[src/rtl/bin2ascii_multi_if.sv]
// Handshake and data bundle for bin2ascii_multi: the requester side drives start/chan_sel/data_in,
// the converter side returns the ASCII result with busy/valid_out/overflow.
interface bin2ascii_multi_if #(
  parameter int CHANNELS = 4,
  parameter int IN_WIDTH = 14,
  parameter int DIGITS   = 4
);
  localparam int SEL_W = $clog2(CHANNELS);

  logic                         start;
  logic [SEL_W-1:0]             chan_sel;
  logic [CHANNELS*IN_WIDTH-1:0] data_in;
  logic [DIGITS*8-1:0]          ascii_out;
  logic                         busy;
  logic                         valid_out;
  logic                         overflow;

  modport master (
    output start, chan_sel, data_in,
    input  ascii_out, busy, valid_out, overflow
  );

  modport slave (
    input  start, chan_sel, data_in,
    output ascii_out, busy, valid_out, overflow
  );
endinterface

[src/rtl/bin2ascii_multi.sv]
// Multi-channel binary to decimal ASCII converter using one double-dabble step per clock.
// Define BIN2ASCII_LZB_EN to blank leading zero digits with spaces.
module bin2ascii_multi #(
  parameter int CHANNELS = 4,
  parameter int IN_WIDTH = 14,
  parameter int DIGITS   = 4
) (
  input  logic             clock,
  input  logic             reset,
  bin2ascii_multi_if.slave bus
);
  localparam int          BCD_W = 4 * DIGITS;
  localparam int          CNT_W = $clog2(IN_WIDTH + 1);
  localparam logic [63:0] LIMIT = 64'(10 ** DIGITS);

  typedef enum logic [1:0] {IDLE, CONV, DONE} state_t;

  state_t              state_q, state_d;
  logic [IN_WIDTH-1:0] shift_q, shift_d;
  logic [BCD_W-1:0]    bcd_q, bcd_d;
  logic [CNT_W-1:0]    cnt_q, cnt_d;
  logic                ovf_flag_q, ovf_flag_d;
  logic [DIGITS*8-1:0] ascii_q, ascii_d;
  logic                valid_q, valid_d;
  logic                overflow_q, overflow_d;
  logic [IN_WIDTH-1:0] sel_value;
  logic [BCD_W-1:0]    bcd_adj;
  logic                accept;

  assign accept = bus.start && (state_q != CONV);

  // Out-of-range channel indices fall through to channel 0.
  always_comb begin
    sel_value = bus.data_in[IN_WIDTH-1:0];
    for (int k = 1; k < CHANNELS; k++) begin
      if (int'(bus.chan_sel) == k) sel_value = bus.data_in[k*IN_WIDTH +: IN_WIDTH];
    end
  end

  always_ff @(posedge clock or negedge reset) begin
    if (!reset) state_q <= IDLE;
    else        state_q <= state_d;
  end

  always_comb begin
    state_d = state_q;
    case (state_q)
      IDLE:    if (accept) state_d = CONV;
      CONV:    if (cnt_q == CNT_W'(1)) state_d = DONE;
      DONE:    state_d = accept ? CONV : IDLE;
      default: state_d = IDLE;
    endcase
  end

  always_comb begin
    shift_d    = shift_q;
    bcd_d      = bcd_q;
    cnt_d      = cnt_q;
    ovf_flag_d = ovf_flag_q;
    ascii_d    = ascii_q;
    overflow_d = overflow_q;
    valid_d    = 1'b0;

    bcd_adj = bcd_q;
    for (int k = 0; k < DIGITS; k++) begin
      if (bcd_q[4*k +: 4] >= 4'd5) bcd_adj[4*k +: 4] = bcd_q[4*k +: 4] + 4'd3;
    end

    if (state_q == DONE) begin
      valid_d    = 1'b1;
      overflow_d = ovf_flag_q;
      if (ovf_flag_q) begin
        ascii_d = {DIGITS{8'h2D}};
      end else begin
`ifdef BIN2ASCII_LZB_EN
        // Blank from the top digit down until the first nonzero digit; digit 0 always shows.
        logic lead;
        lead = 1'b1;
        for (int i = DIGITS - 1; i >= 0; i--) begin
          if ((bcd_q[4*i +: 4] != 4'd0) || (i == 0)) lead = 1'b0;
          ascii_d[8*i +: 8] = lead ? 8'h20 : {4'h3, bcd_q[4*i +: 4]};
        end
`else
        for (int i = 0; i < DIGITS; i++) begin
          ascii_d[8*i +: 8] = {4'h3, bcd_q[4*i +: 4]};
        end
`endif
      end
    end

    // The top adjusted bit is dropped; overflow is already known from the latched value.
    if (state_q == CONV) begin
      bcd_d   = BCD_W'({bcd_adj, shift_q[IN_WIDTH-1]});
      shift_d = shift_q << 1;
      cnt_d   = cnt_q - CNT_W'(1);
    end

    if (accept) begin
      shift_d    = sel_value;
      bcd_d      = '0;
      cnt_d      = CNT_W'(IN_WIDTH);
      ovf_flag_d = (64'(sel_value) >= LIMIT);
    end
  end

  always_ff @(posedge clock or negedge reset) begin
    if (!reset) begin
      shift_q    <= '0;
      bcd_q      <= '0;
      cnt_q      <= '0;
      ovf_flag_q <= 1'b0;
      ascii_q    <= {DIGITS{8'h20}};
      valid_q    <= 1'b0;
      overflow_q <= 1'b0;
    end else begin
      shift_q    <= shift_d;
      bcd_q      <= bcd_d;
      cnt_q      <= cnt_d;
      ovf_flag_q <= ovf_flag_d;
      ascii_q    <= ascii_d;
      valid_q    <= valid_d;
      overflow_q <= overflow_d;
    end
  end

  assign bus.busy      = (state_q != IDLE);
  assign bus.ascii_out = ascii_q;
  assign bus.valid_out = valid_q;
  assign bus.overflow  = overflow_q;
endmodule

[src/flat_wrapper.sv]
// flat-port wrapper written by rule: the top's interface ports become plain ports
module bin2ascii_multi_flat 
#(
  parameter int CHANNELS = 4,
  parameter int IN_WIDTH = 14,
  parameter int DIGITS   = 4
)
  (clock, reset, bus_start, bus_chan_sel, bus_data_in, bus_ascii_out, bus_busy, bus_valid_out, bus_overflow);
  bin2ascii_multi_if #(.CHANNELS(CHANNELS), .IN_WIDTH(IN_WIDTH), .DIGITS(DIGITS)) bus_i ();
  input  logic clock;
  input  logic reset;
  input wire logic [$bits(bus_i.start)-1:0] bus_start;
  input wire logic [$bits(bus_i.chan_sel)-1:0] bus_chan_sel;
  input wire logic [$bits(bus_i.data_in)-1:0] bus_data_in;
  output wire logic [$bits(bus_i.ascii_out)-1:0] bus_ascii_out;
  output wire logic [$bits(bus_i.busy)-1:0] bus_busy;
  output wire logic [$bits(bus_i.valid_out)-1:0] bus_valid_out;
  output wire logic [$bits(bus_i.overflow)-1:0] bus_overflow;
  assign bus_i.start = bus_start;
  assign bus_i.chan_sel = bus_chan_sel;
  assign bus_i.data_in = bus_data_in;
  assign bus_ascii_out = bus_i.ascii_out;
  assign bus_busy = bus_i.busy;
  assign bus_valid_out = bus_i.valid_out;
  assign bus_overflow = bus_i.overflow;
  bin2ascii_multi #(.CHANNELS(CHANNELS), .IN_WIDTH(IN_WIDTH), .DIGITS(DIGITS)) u_core (.clock(clock), .reset(reset), .bus(bus_i));
endmodule
[config.mk]
export PLATFORM = sky130hd
export DESIGN_NAME = bin2ascii_multi_flat
export DESIGN_NICKNAME = d
export VERILOG_FILES = /design/src/rtl/bin2ascii_multi_if.sv /design/src/rtl/bin2ascii_multi.sv /design/src/flat_wrapper.sv
export SDC_FILE = /design/constraint.sdc
export NUM_CORES = 1
export LEC_CHECK = 0
export CORE_MARGIN = 3
export CORE_UTILIZATION = 50
export CTS_CLUSTER_DIAMETER = 60
export CTS_CLUSTER_SIZE = 40
export DETAILED_ROUTE_END_ITERATION = 10
export MAX_ROUTING_LAYER = met4
export PLACE_DENSITY = 0.85
export REMOVE_ABC_BUFFERS = 1
export SYNTH_ARGS = -nofsm -noshare
export SYNTH_HDL_FRONTEND = slang
export SYNTH_SLANG_ARGS = --single-unit
export TNS_END_PERCENT = 100
[constraint.sdc]
create_clock -name clock -period 2.7 [get_ports clock]
set_input_delay 0.54 -clock clock [delete_from_list [all_inputs] [get_ports clock]]
set_output_delay 0.54 -clock clock [all_outputs]
set_load 0.02 [all_outputs]
==> results of run 1 <==
worst max-delay path by stage:
| stage | startpoint | endpoint | depth (start not counted) |
|---|---|---|---|
| after floorplan | u_core.state_q[0] | u_core.ovf_flag_q | 4 |
| after global placement | bus_chan_sel[0] | u_core.ovf_flag_q | 6 |
| after detailed placement | bus_chan_sel[0] | u_core.ovf_flag_q | 6 |
| after CTS | u_core.state_q[1] | bus_busy | 2 |
| after global routing | u_core.state_q[1] | bus_busy | 2 |
| final | u_core.state_q[1] | bus_busy | 2 |
registers in the layout, indices dropped and copies added, names as in the netlist:
name and flops:
u_core.cnt_q 4, u_core.bus.overflow 1, u_core.bus.valid_out 1, u_core.ovf_flag_q 1, u_core.bcd_q 16, u_core.state_q 2
u_core.bus.ascii_out 17, u_core.shift_q 14
kinds of logic after synthesis:
family | count (synthesis) | share of synthesized area [%]
fa+ha+maj | 10 | 4.03
xor+xnor | 7 | 1.97
flops | 56 | 45.1
mux | 33 | 16.5
other cells | 2 | 0.242
compound gates | 69 | 13.3
simple gates | 76 | 10.9
buf+inv | 47 | 8.05
power breakdown:
part / total (mW) / internal [mW] / switching (mW)
combinational: 1.52 / 0.731 / 0.788
clock: 0.470 / 0.205 / 0.265
sequential: 1.41 / 1.15 / 0.266
total: 3.40 / 2.08 / 1.32
routing by layer:
layer	vias up	global-route usage (%)	part of all wire, %
li1	1167	-	-
met1	1126	22.7	40
met5	-	-	0
met4	0	6.47	1.8
met3	10	5.05	6.5
met2	100	32.9	51
synth_stat cells, drive strengths merged:
master   n
a32o     4
o21ai   45
inv     12
clkbuf  12
or2      2
nand2   36
ha      10
xnor2    4
and2     1
mux2     5
dfrtp   56
nand3   11
nand2b   6
mux2i   14
conb     2
nor2    14
nor3     4
buf     23
xor2     3
o21a     1
a31o     3
o31ai   10
a21oi    4
o22ai    1
nor3b    1
mux4    14
nor2b    1
a211oi   1
critical path: cells and delay by family, from the launching register on:
| kind | cells | cell delay (ns) |
|---|---|---|
| AND/OR/NAND/NOR | 1 | 0.30 |
| flip-flops | 1 | 0.42 |
| buffers and inverters | 1 | 0.54 |
cell type report:
class / instances / share of cell area [%]
Sequential cell: 56 / 34.8
Inverter: 12 / 1.12
Clock buffer: 6 / 2.05
Multi-Input combinational cell: 207 / 37.2
Clock inverter: 2 / 0.249
Tap cell: 75 / 2.33
Timing Repair Buffer: 91 / 22.3
through the flow:
stage,util [%],setup WS (ns)
floorplan,-,0.679
global placement,66.1,0.291
CTS,67.6,0.580
detailed placement,66.1,0.272
global route,67.6,0.534
finish,67.6,0.602
==> impl_results.md, run 1 <==
* Clk sinks at 56
* RSZ-0062 raised after global routing: false
* Top cell type by total area after synthesis: dfrtp_1
* Clk_lat worst skew at 0.31 ns
* Unique masters post-synth at 35
* Num rows at 28
* Top-area cell type share of the netlist area at 45.1%
* Initial Utilization at 52.2%
* Crit-path max cell delay at 0.54 ns
* Synth Cell Area at 3110 sq um
* Commonest non-fill, non-tap cell in the layout: clkdlybuf4s50_1
* Worst Setup End Kind: output pin
* PortBufs at 83
* Max VDD drop at 0.000451 V
* Final Critical Period at 2.10 ns
* Crit path max fanout at 4
* Global-route wire length before repair at 10.9 mm
* Vias in the first global route at 2468
* Worst-margin pin slew at 0.736 ns
* Hold crit path type: in2async
* DRC errors left at 0
* WHS at 0.209 ns
* Final ANT Viol Nets at 0
* Area of placed instances at 3940 sq um
* Outcome: finished clean
* Area growth syn-to-layout at 29.6%
* Hold buffers post-CTS at 0
* Worst R2R End: u_core.bcd_q[10]
* DP Wirelength at 5.03 mm
* DRT iter0 DRCs at 102
* Drt pass-1 iters at 4
* Yosys reg bits at 56
* Layout cells sized above 1 at 11.5%
* Pleak at 1.75 nW
* Power per cell area at 844 nW/um^2
* Fin. Hold Viols at 0
* Synth top area cells: dfrtp_1 45%, mux4_2 10%, o21ai_0 5.8%, mux2i_1 4.5%, nand2_1 4.3%
* WP data arrival at 1.56 ns
* Max-slew violation count at 0
* Max Cap Viol at 0
* # IOs at 96
* Sequential Area at 1400 sq um
* Clock Skews at 0.00242 ns
* Antenna cells at 0
* Clock Path Buffers at 2
* H-tree depth at 2
* Post-route cell area at 4030 sq um
* Final WL at 6.42 mm
* Final setup vio count at 0
* Postcts setup bufs at 0
* Die H at 84.8 um
* Largest net degree at the start of global routing at 38
* Fillers at 471
* Tot Pwr at 3.40 mW
* Worst Path Required at 2.16 ns
* Final #Nets at 444
* Crit path launch type: flip-flop
* Avg Cell Area, Syn at 10.4 sq um
* Vias per Instance at 5.35
* Crit path cell chain: or2_2 > clkdlybuf4s50_1
* Sequential-to-total area share from yosys stat at 45.1%
* Total track usage at 19.5%
* Worst R2R Setup Slack at 0.93 ns
* Reg-to-Reg Start: u_core.bcd_q[8]
* Root buffer cell: clkbuf_8
* Core Region at 5960 sq um
* Clock transition at path regs at 0.09 ns
* Initial antenna violation count at 0
* GP Congestion at 0.805
* Period utilization at 77.7%
* Fmax at 477 MHz
* Cell Count, Final, Fillers Out at 449
* Max-slew headroom at 51.0%
* Setup TNS at 0 ns
* R2R depth at 6
* Most frequent cells in the layout: 82 x clkdlybuf4s50_1, 56 x dfrtp_1, 36 x nand2_1, 36 x o21ai_0
* Total number of vias at 2403
* Dpl cells at 441
* Die width at 84.8 um
* Footprint of the multi-input gates at 1500 sq um
* Setup Crit Path Kind: reg2out
* Post-Syn Instances at 300
* Num CTS Buffers at 5
* Die footprint at 7200 sq um
* Remaining Overflow, GRT at 0
* Yosys Warn Count at 0
* CTS tree: done
* Post_cts resized at 0
* Crit-path slowest cell: clkdlybuf4s50_1
* Avg WL per Cell at 14.3 um
Note: power is estimated with default switching activity, not from simulation.
==> run 2: changes to the inputs <==
Settings changed: CORE_UTILIZATION 50 to 42, PLACE_DENSITY 0.85 to 0.76.
Clock period 2.7 ns to 1.9 ns, I/O delays scaled along.
==> run 2 against run 1 <==
Net effect: clock-buffer cell count did not move; sequential share of layout area fell by 1.3 points; final cell count rose by 7.1%; combinational power rose by 51%; worst hold slack got worse by 0.20 ns; final area rose by 3.8%; register-to-register slack got worse by 0.69 ns; clock power rose by 63%; global-route usage fell by 2.8 points.
==> impl_results.md, run 2 (synthesis results as in run 1) <==
* Crit path max fanout at 4
* Num rows at 30
* # IOs at 96
* Setup slack at placement at -0.312 ns
* Hold buffers post-CTS at 0
* Root buffer cell: clkbuf_8
* CTS tree: done
* Reg power frac at 38.8%
* RSZ-0062 raised after global routing: false
* Total track usage at 16.6%
* Initial Utilization at 44.5%
* Initial antenna violation count at 0
* Vias per Instance at 5.03
* Worst Slack Setup Final at 0.183 ns
* Max-slew headroom at 65.8%
* Max Cap Viol at 0
* Postcts setup bufs at 0
* Clk_lat worst skew at 0.30 ns
* Worst Setup End Kind: output pin
* WHS at 0.0135 ns
* PortBufs at 83
* Total number of vias at 2420
* Worst Path Required at 1.52 ns
* Die width at 92.0 um
* Clock share of power at 15.3%
* Layout cells sized above 1 at 13.8%
* Final #Nets at 455
* Commonest non-fill, non-tap cell in the layout: clkdlybuf4s50_1
* Clock transition at path regs at 0.10 ns
* Area growth syn-to-layout at 34.5%
* Clk sinks at 56
* Remaining Overflow, GRT at 0
* DRC errors left at 0
* Largest register FFs at 17
* Power per cell area at 1200 nW/um^2
* Avg WL per Cell at 13.4 um
* Clock Skews at 0.00645 ns
* Core Region at 6980 sq um
* Fillers at 624
* Largest net degree at the start of global routing at 38
* Drt pass-1 iters at 4
* Period utilization at 90.3%
* Pint at 3.13 mW
* Max VDD drop at 0.000412 V
* Final WL at 6.44 mm
* Num CTS Buffers at 5
* Area of placed instances at 4070 sq um
* Final Critical Period at 1.72 ns
* Most frequent cells in the layout: 80 x clkdlybuf4s50_1, 56 x dfrtp_1, 36 x nand2_1, 36 x o21ai_0, 15 x buf_4
* Worst-margin pin slew at 0.513 ns
* H-tree depth at 2
* Final ANT Viol Nets at 0
* Psw at 1.87 mW
* Global-route wire length before repair at 11.1 mm
* Fin. Hold Viols at 0
* Die H at 92.0 um
* DRT iter0 DRCs at 111
* Post-route cell area at 4180 sq um
* Final setup vio count at 0
* Switching Share at 37.4%
* Clock Path Buffers at 2
* DP Wirelength at 5.06 mm
* Die footprint at 8470 sq um
* Tot Pwr at 5.01 mW
* Outcome: finished clean
* Setup Crit Path Kind: reg2out
* Crit path launch type: flip-flop
* GP Congestion at 0.844
* Hold crit path type: in2async
* WP data arrival at 1.34 ns
* Setup TNS at 0 ns
* Combinational fraction of design power at 45.9%
* Vias in the first global route at 2447
* Pleak at 1.83 nW
* Fmax at 583 MHz
* Max-slew violation count at 0
* Antenna cells at 0
-- run 2: power by group through the flow --
stage          sequential, mW  combinational [mW]  clock [mW]
3_5_place_dp             1.96                2.34           0
6_report                 1.94                2.30       0.766
2_1_floorplan            2.11                1.22           0
4_1_cts                  1.94                2.33       0.792
5_1_grt                  2.01                2.58       0.817
3_3_place_gp             1.95                2.25           0
-- run 2: cell type report --
type | instances | area, sq um | share of cell area, %
multi-input cells | 207 | 1500 | 35.8
flip-flops and latches | 56 | 1400 | 33.5
repair buffers | 102 | 1010 | 24.2
well taps | 96 | 120 | 2.87
clock buffers | 6 | 72.6 | 1.74
inverters | 12 | 45.0 | 1.08
clock inverters | 2 | 35.0 | 0.838
-- run 2: stage by stage --
| stage | util, % | std cells |
|---|---|---|
| after floorplan | - | 275 |
| after global placement | 58.3 | 473 |
| after detailed placement | 58.3 | 473 |
| after CTS | 59.8 | 481 |
| after global routing | 59.9 | 481 |
| final | 59.9 | 481 |
-- run 2: metal layers --
layer  GRT usage [%]  wire [um]  up-vias
met3            3.36        407        9
met5               -          0        -
li1                -          -     1191
met4            4.08         68        0
met2            28.9       3210       93
met1            19.9       2760     1127
-- run 2: worst paths after layout --
path | start | to | slack, ns | cells after the start
worst min-delay path | reset | u_core.shift_q[12] | 0.01 | 1
worst max-delay path | u_core.state_q[1] | bus_busy | 0.18 | 2
worst min register to register | u_core.bus.ascii_out[25] | u_core.bus.ascii_out[25] | 0.48 | 2
max in group asynchronous | reset | u_core.bcd_q[10] | 1.33 | 2
min in group clock | u_core.bus.ascii_out[25] | u_core.bus.ascii_out[25] | 0.48 | 2
worst max register to register | u_core.bcd_q[4] | u_core.bcd_q[6] | 0.24 | 6
-- run 2: timing repair --
item                       4_1_cts  5_1_grt
gates cloned                     0        0
gates resized for setup          1        2
pin swaps                        0        1
setup endpoints to repair        1        4
-- run 2: critical path, cell delays in order, from the launching register on --
cell and delay, ns:
dfrtp_1 0.41, or2_2 0.30, dlygate4sd2_1 0.32
